## src/rtl/btn_event_pkg.sv

```systemverilog
// btn_event_pkg: shared types, default codes and sizing helper
// for the button event generator.
package btn_event_pkg;

  typedef enum logic [1:0] {
    IDLE,
    PRESS,
    REPEAT
  } state_t;

  localparam logic [7:0] PRESS_CODE_DEF   = 8'h50;
  localparam logic [7:0] LONG_CODE_DEF    = 8'h4C;
  localparam logic [7:0] REPEAT_CODE_DEF  = 8'h52;
  localparam logic [7:0] RELEASE_CODE_DEF = 8'h55;

  function automatic int cnt_width(
    input int a,
    input int b
  );
    int m;
    m = (a > b) ? a : b;
    return (m < 2) ? 1 : $clog2(m);
  endfunction

endpackage

```

## src/rtl/btn_event_if.sv

```systemverilog
// btn_event_if: valid/ready byte channel toward the UART TX FIFO.
// master drives valid/data, slave returns ready.
interface btn_event_if;

  logic       evt_valid;
  logic       evt_ready;
  logic [7:0] evt_data;

  modport master (
    output evt_valid,
    output evt_data,
    input  evt_ready
  );

  modport slave (
    input  evt_valid,
    input  evt_data,
    output evt_ready
  );

endinterface

```

## src/rtl/btn_event_outreg.sv

```systemverilog
// btn_event_outreg: one-entry holding register; an emit that finds
// the entry full and not draining is dropped with a drop pulse.
module btn_event_outreg
  import btn_event_pkg::*;
(
  input  logic       clk,
  input  logic       reset,
  input  logic       emit,
  input  logic [7:0] code,
  output logic       drop,
  btn_event_if.master evt
);

  logic xfer;

  assign xfer = evt.evt_valid & evt.evt_ready;

  // load on emit when free or draining, else flag a drop
  always_ff @(posedge clk) begin
    if (reset) begin
      evt.evt_valid <= 1'b0;
      evt.evt_data  <= 8'h00;
      drop          <= 1'b0;
    end else begin
      drop <= 1'b0;
      if (emit) begin
        if (!evt.evt_valid || xfer) begin
          evt.evt_valid <= 1'b1;
          evt.evt_data  <= code;
        end else begin
          drop <= 1'b1;
        end
      end else if (xfer) begin
        evt.evt_valid <= 1'b0;
      end
    end
  end

endmodule

```

## src/rtl/btn_event_gen.sv

```systemverilog
// btn_event_gen: press / long / repeat key events from a debounced
// level; define BTN_RELEASE_EVT_EN to also emit a release event.
module btn_event_gen
  import btn_event_pkg::*;
#(
  parameter int unsigned LONG_CNT     = 100_000_000,
  parameter int unsigned REPEAT_CNT   = 20_000_000,
  parameter logic [7:0]  PRESS_CODE   = PRESS_CODE_DEF,
  parameter logic [7:0]  LONG_CODE    = LONG_CODE_DEF,
  parameter logic [7:0]  REPEAT_CODE  = REPEAT_CODE_DEF,
  parameter logic [7:0]  RELEASE_CODE = RELEASE_CODE_DEF
) (
  input  logic clk,
  input  logic reset,
  input  logic debounce,
  output logic evt_drop,
  output logic pressed,
  btn_event_if.master evt
);

  localparam int CW = cnt_width(LONG_CNT, REPEAT_CNT);
  localparam logic [CW-1:0] LONG_LAST = CW'(LONG_CNT - 1);
  localparam logic [CW-1:0] REP_LAST  = CW'(REPEAT_CNT - 1);

`ifdef BTN_RELEASE_EVT_EN
  localparam bit REL_EN = 1'b1;
`else
  localparam bit REL_EN = 1'b0;
`endif

  state_t        state;
  logic [CW-1:0] cnt;
  logic          prev;
  logic          rise;
  logic          emit;
  logic [7:0]    code;

  assign rise    = debounce & ~prev;
  assign pressed = prev;

  // event decision; release takes priority over timer expiry
  always_comb begin
    emit = 1'b0;
    code = PRESS_CODE;
    unique case (state)
      IDLE: begin
        if (rise) begin
          emit = 1'b1;
          code = PRESS_CODE;
        end
      end
      PRESS: begin
        if (!debounce) begin
          emit = REL_EN;
          code = RELEASE_CODE;
        end else if (cnt == LONG_LAST) begin
          emit = 1'b1;
          code = LONG_CODE;
        end
      end
      REPEAT: begin
        if (!debounce) begin
          emit = REL_EN;
          code = RELEASE_CODE;
        end else if (cnt == REP_LAST) begin
          emit = 1'b1;
          code = REPEAT_CODE;
        end
      end
      default: begin
        emit = 1'b0;
      end
    endcase
  end

  // state, hold timer and edge history; never stalls on backpressure
  always_ff @(posedge clk) begin
    if (reset) begin
      state <= IDLE;
      cnt   <= '0;
      prev  <= 1'b1;
    end else begin
      prev <= debounce;
      unique case (state)
        IDLE: begin
          if (rise) begin
            cnt   <= '0;
            state <= PRESS;
          end
        end
        PRESS: begin
          if (!debounce) begin
            state <= IDLE;
          end else if (cnt == LONG_LAST) begin
            cnt   <= '0;
            state <= REPEAT;
          end else begin
            cnt <= cnt + 1'b1;
          end
        end
        REPEAT: begin
          if (!debounce) begin
            state <= IDLE;
          end else if (cnt == REP_LAST) begin
            cnt <= '0;
          end else begin
            cnt <= cnt + 1'b1;
          end
        end
        default: begin
          state <= IDLE;
        end
      endcase
    end
  end

  btn_event_outreg u_outreg (
    .clk   (clk),
    .reset (reset),
    .emit  (emit),
    .code  (code),
    .drop  (evt_drop),
    .evt   (evt)
  );

endmodule
```

## src/flat_wrapper.sv

```systemverilog
// flat-port wrapper written by rule: the top's interface ports become plain ports
module btn_event_gen_flat import btn_event_pkg::*;
#(
  parameter int unsigned LONG_CNT     = 100_000_000,
  parameter int unsigned REPEAT_CNT   = 20_000_000,
  parameter logic [7:0]  PRESS_CODE   = PRESS_CODE_DEF,
  parameter logic [7:0]  LONG_CODE    = LONG_CODE_DEF,
  parameter logic [7:0]  REPEAT_CODE  = REPEAT_CODE_DEF,
  parameter logic [7:0]  RELEASE_CODE = RELEASE_CODE_DEF
)
  (clk, reset, debounce, evt_drop, pressed, evt_evt_valid, evt_evt_data, evt_evt_ready);
  btn_event_if evt_i ();
  input  logic clk;
  input  logic reset;
  input  logic debounce;
  output logic evt_drop;
  output logic pressed;
  output wire logic [$bits(evt_i.evt_valid)-1:0] evt_evt_valid;
  output wire logic [$bits(evt_i.evt_data)-1:0] evt_evt_data;
  input wire logic [$bits(evt_i.evt_ready)-1:0] evt_evt_ready;
  assign evt_evt_valid = evt_i.evt_valid;
  assign evt_evt_data = evt_i.evt_data;
  assign evt_i.evt_ready = evt_evt_ready;
  btn_event_gen #(.LONG_CNT(LONG_CNT), .REPEAT_CNT(REPEAT_CNT), .PRESS_CODE(PRESS_CODE), .LONG_CODE(LONG_CODE), .REPEAT_CODE(REPEAT_CODE), .RELEASE_CODE(RELEASE_CODE)) u_core (.clk(clk), .reset(reset), .debounce(debounce), .evt_drop(evt_drop), .pressed(pressed), .evt(evt_i));
endmodule
```

## config.mk

```make
export PLATFORM = sky130hd
export DESIGN_NAME = btn_event_gen_flat
export DESIGN_NICKNAME = d
export VERILOG_FILES = /design/src/rtl/btn_event_pkg.sv /design/src/rtl/btn_event_if.sv /design/src/rtl/btn_event_outreg.sv /design/src/rtl/btn_event_gen.sv /design/src/flat_wrapper.sv
export SDC_FILE = /design/constraint.sdc
export NUM_CORES = 1
export LEC_CHECK = 0
export CAP_MARGIN = 10
export CORE_UTILIZATION = 63
export CTS_CLUSTER_DIAMETER = 30
export CTS_CLUSTER_SIZE = 12
export DETAILED_ROUTE_END_ITERATION = 12
export PLACE_DENSITY = 0.85
export SLEW_MARGIN = 20
export SYNTH_ARGS = -nofsm -noshare
export SYNTH_HDL_FRONTEND = slang
export SYNTH_SLANG_ARGS = --single-unit
export TNS_END_PERCENT = 20
```

## constraint.sdc

```tcl
create_clock -name clk -period 5.3 [get_ports clk]
set_clock_uncertainty 0.2 [all_clocks]
set_input_delay 1.325 -clock clk [delete_from_list [all_inputs] [get_ports clk]]
set_output_delay 1.325 -clock clk [all_outputs]
set_load 0.01 [all_outputs]
```

Word-level counts from Yosys, hierarchy flattened
Cells that the tools add are included.
- word-level logic and storage cells: 57
- bits in registers: 40
- output and inout port bits: 11
- bits of input ports: 4
- $add $sub $neg: 1
- reductions and logical operators: 10
- equality and inequality tests: 10
- multiplexer cells: 26
- bitwise gates (word level): 4
- operators by type and width (operator ; number):
    $mux W27 ; 5
    $pmux W27 S3 ; 1
    $add A27 B1 Y27 const B ; 1
    $eq A27 B25 Y1 const B ; 1
    $eq A27 B27 Y1 const B ; 1
    $mux W8 ; 2
    $pmux W8 S2 ; 1
    $mux W2 ; 5
    $mux W1 ; 9
    $ne A2 B2 Y1 const B ; 4
    $pmux W2 S3 ; 1
    $mux W5 ; 1
    $reduce_and A2 Y1 ; 2
    $reduce_and A4 Y1 ; 1
    $ne A3 B2 Y1 const B ; 1
    $pmux W1 S3 ; 1
    $reduce_and A3 Y1 ; 1
    $reduce_bool A3 Y1 ; 1
    $and A1 B1 Y1 ; 2
    $eq A2 B1 Y1 const B ; 1
    $eq A2 B2 Y1 const B ; 1
    $logic_not A2 Y1 ; 1
    $ne A2 B1 Y1 const B ; 1
    $not A1 Y1 ; 2
    other kinds (4) ; 4

Depth between registers and ports, before layout
- depth in word-level cells: 6
- gate-level depth with buffers: 9
- gate-level depth less buffers: 7

Modules after synthesis
From an unflattened synthesis, not the netlist that was laid out.
- cells, all modules: 275
- area total of the unflattened synthesis: 2301.0 um2
- by module, submodules not included (module ; times used ; cells an instance ; area each (um2)):
    btn_event_gen ; 1 ; 234 ; 1864.3
    btn_event_outreg ; 1 ; 41 ; 436.7

Least setup slack after synthesis
Ideal clock, no wire load.
- path kind: input to register
- start point: input debounce
- end point: register u_core.cnt[25]
- arrival: 2.908 ns
- cell stages on the path: 6
- setup time: 0.095 ns
- required time: 5.005 ns
- setup slack: 2.097 ns
- cell sequence: clkbuf_1 -> nand2b_1 -> o21ai_1 -> nand4_1 -> or4_2 -> a221oi_1
- word-level cells in the longest chain between the ends: 3
- ends and longest elaborated chain (element ; line ; text):
    start, declared ; flat_wrapper.sv:15 ; input logic debounce;
    $and A1 B1 Y1 ; btn_event_gen.sv:38 ; assign rise = debounce & ~prev;
    $ne A2 B1 Y1 (no line) ; - ;
    $reduce_and A4 Y1 (no line) * ; - ;
    end signal, assigned ; btn_event_gen.sv:98 ; cnt <= cnt + 1'b1;
    end signal, assigned ; btn_event_gen.sv:107 ; cnt <= cnt + 1'b1;
    end, declared ; btn_event_gen.sv:32 ; logic [CW-1:0] cnt;
Every way passes the cells marked *; elsewhere a longest branch is shown, timed or not.
A chain may end at the register's enable or synchronous reset.

Final worst setup path
Same ends and word-level chain as after synthesis.

==> metrics.csv <==
metric,value,unit
status,completed,
clkLatencyLatePin,0.35,ns
critPathCaptureType,flop,
crit_chain,clkdlybuf4s50_1 > o21ba_2 > o21ai_1 > nand4_1 > or4_2 > a221oi_1,
fill_cells,273,
drv_cap,0,
cts_setup_buffers,0,
max_freq,265,MHz
period_needed,3.77,ns
cts_max_level,2,
cts_made_buffers,5,
synth-async-reset-ratio,0,%
portBuffers,12,
drive_above_1_share,9.20,%
synthFlopType,dfxtp_1,
p_int,353,uW
pre_cts_slack,1.23,ns
design_area,2320,sq um
clk_pin_slew_worst_paths,0.12,ns
cts_hold_buf,0,
cts_buffer_depth,2,
die_h,60.5,um
slew_headroom,26.4,%
yosysMostFrequentCell,dfxtp_1,
cts_tree,yes,
clkPwrFrac,29.7,%
postCtsResizedCells,0,
grtUsageMet1,33.5,%
finalSetupViolCount,0,
ir_worst_vdd,0.157,mV
critical_path.max_fanout,11,
firstDrtPassIters,4,
wl,4860,um
hold_violations,0,
routedWlPerCell,16.5,um
p_seq_share,60.4,%
seq_area_frac_synth,35.3,%
nNetsFinal,259,
crit_buf_inv,1,
synthCells,244,
syn_to_final_growth,7.90,%
synth.top_cell.area_share,35.3,%
core-area,3150,sq um
arrival,3.83,ns
critPathTopFamily,simple AND/OR/NAND/NOR gates,
critPathKind,in2reg,
met3_usage,5.12,%
track_usage,29.3,%
p_comb_share,9.9,%
synth_area_leaders,"dfxtp_1 (35%), a211oi_1 (5.6%), xnor2_1 (5.3%), a221oi_1 (4.5%), nand2_1 (3.3%)",
power_density,208,nW/um^2
die_area,3660,sq um
ys_warn_count,0,
synth_cell_types,53,
ys_seq_elements,38,
period_share,71.2,%
synth-edff-count,0,
yosys.area.top_type,dfxtp_1,
post-route-drc-count,0,
met2_usage,54.2,%
drv_slew,0,
grt_pass1_wl,7960,um
antenna_left,0,
clkSinkCount,38,
vias,1963,
cpMaxStageDelayCell,or4_2,
p_sw_share,26.9,%
antenna_cells,0,
place.gp.congestion,0.826,
synth_area_per_cell,8.83,sq um
critPathMaxStageDelay,0.68,ns
vias_per_cell,6.68,
worst_slack,1.53,ns
hold_class,reg2reg,
antenna_found_initial,0,
dr.first_iter.drc_count,121,
syn-cell-area,2150,sq um
die_w,60.5,um
rows,20,
tightest_slew,1.10,ns
grt_max_degree,36,
cp_data_required_time,5.36,ns
num_io_pins,15,
top_usage_layer,met2,
rsz0062_at_grt,false,
crit_path_start_kind,primary input,
placement.cell_area,2280,sq um
grt_pass1_vias,1819,
final.setup.tns,0,ns
hpwl,3350,um
synth_common_cells,"dfxtp_1 (38), nand2_1 (19), a211oi_1 (16)",
cts-root-buf,clkbuf_4,
power.leakage,0.644,nW
initial_core_util,68.3,%
overflow,0,
netSwitchingPower,130,uW
## state kept, by name (all words and copies together) (netlist names)
name                           flops
u_core.state                       2
u_core.u_outreg.evt.evt_data       6
u_core.u_outreg.drop               1
u_core.u_outreg.evt.evt_valid      1
u_core.cnt                        27
u_core.pressed                     1
## path summary, 6_finish.rpt
check	start	end	slack, ns	cells after the start
max reg2reg	u_core.cnt[0]	u_core.cnt[26]	2.06	6
min reg2reg	u_core.u_outreg.evt.evt_data[1]	u_core.u_outreg.evt.evt_data[1]	0.27	2
min	u_core.u_outreg.evt.evt_data[1]	u_core.u_outreg.evt.evt_data[1]	0.27	2
max	debounce	u_core.cnt[25]	1.53	6
## cell type report
cell class,count,area [sq um],area share [%]
clock buffers,5,37.5,1.62
clock inverters,2,10.0,0.431
inverters,9,33.8,1.45
multi-input cells,181,1280,55.3
flip-flops and latches,38,761,32.7
well taps,44,55.1,2.37
repair buffers,15,143,6.14
## layout by cell type, fill, tap and decap left out, drive strengths merged, types with 6 or more instances in the layout
cell type | Yosys | final
o21ai | 11 | 11
nor3 | 7 | 7
nand2 | 19 | 19
xnor2 | 13 | 13
nand2b | 6 | 6
nand4 | 8 | 8
or3 | 9 | 9
a211oi | 16 | 16
nor4 | 9 | 9
a221oi | 11 | 11
inv | 9 | 9
dfxtp | 38 | 38
clkdlybuf4s50 | 0 | 12
## per-layer routing
| metal | share of wire, % | up-vias | routed length (um) |
|---|---|---|---|
| met3 | 5.5 | 8 | 267 |
| met4 | 1.2 | 0 | 60 |
| li1 | - | 946 | - |
| met2 | 51 | 58 | 2490 |
| met5 | 0 | - | 0 |
| met1 | 42 | 951 | 2040 |
## cells by family (layout without fill, tap and decap cells)
logic type,Yosys count,after routing,synth area share [%]
XOR/XNOR,16,16,6.51
flip-flops,38,38,35.3
multiplexers,2,2,0.930
buffers and inverters,26,31,5.35
AO/OA/AOI/OAI,62,62,21.3
other,1,2,0.174
AND/OR/NAND/NOR,94,94,27.5
adder cells (fa/ha/maj),5,5,2.91
## worst register-to-register path, stage by stage, from the launching register on
cell and delay (ns):
dfxtp_1 0.39, ha_1 0.24, or4bb_1 0.45, nor4_4 0.43
a21oi_2 0.20, o21ai_2 0.90, a221oi_1 0.25
## stage by stage
step                      hold WS [ns]  power [mW]  utilization (%)  std cells
after floorplan                  0.279       0.331                -        245
after global placement           0.242       0.344             72.2        287
after detailed placement         0.252       0.345             72.2        287
after CTS                        0.265       0.481             73.7        294
after global routing             0.292       0.495             73.7        294
final                            0.266       0.482             73.7        294
## power groups by stage
stage / combinational, mW / clock, mW / sequential (mW)
2_1_floorplan: 0.0326 / 0 / 0.298
3_3_place_gp: 0.0460 / 0 / 0.298
3_5_place_dp: 0.0468 / 0 / 0.298
4_1_cts: 0.0472 / 0.142 / 0.291
5_1_grt: 0.0518 / 0.151 / 0.292
6_report: 0.0478 / 0.143 / 0.291
(Power assumes the default switching activity.)
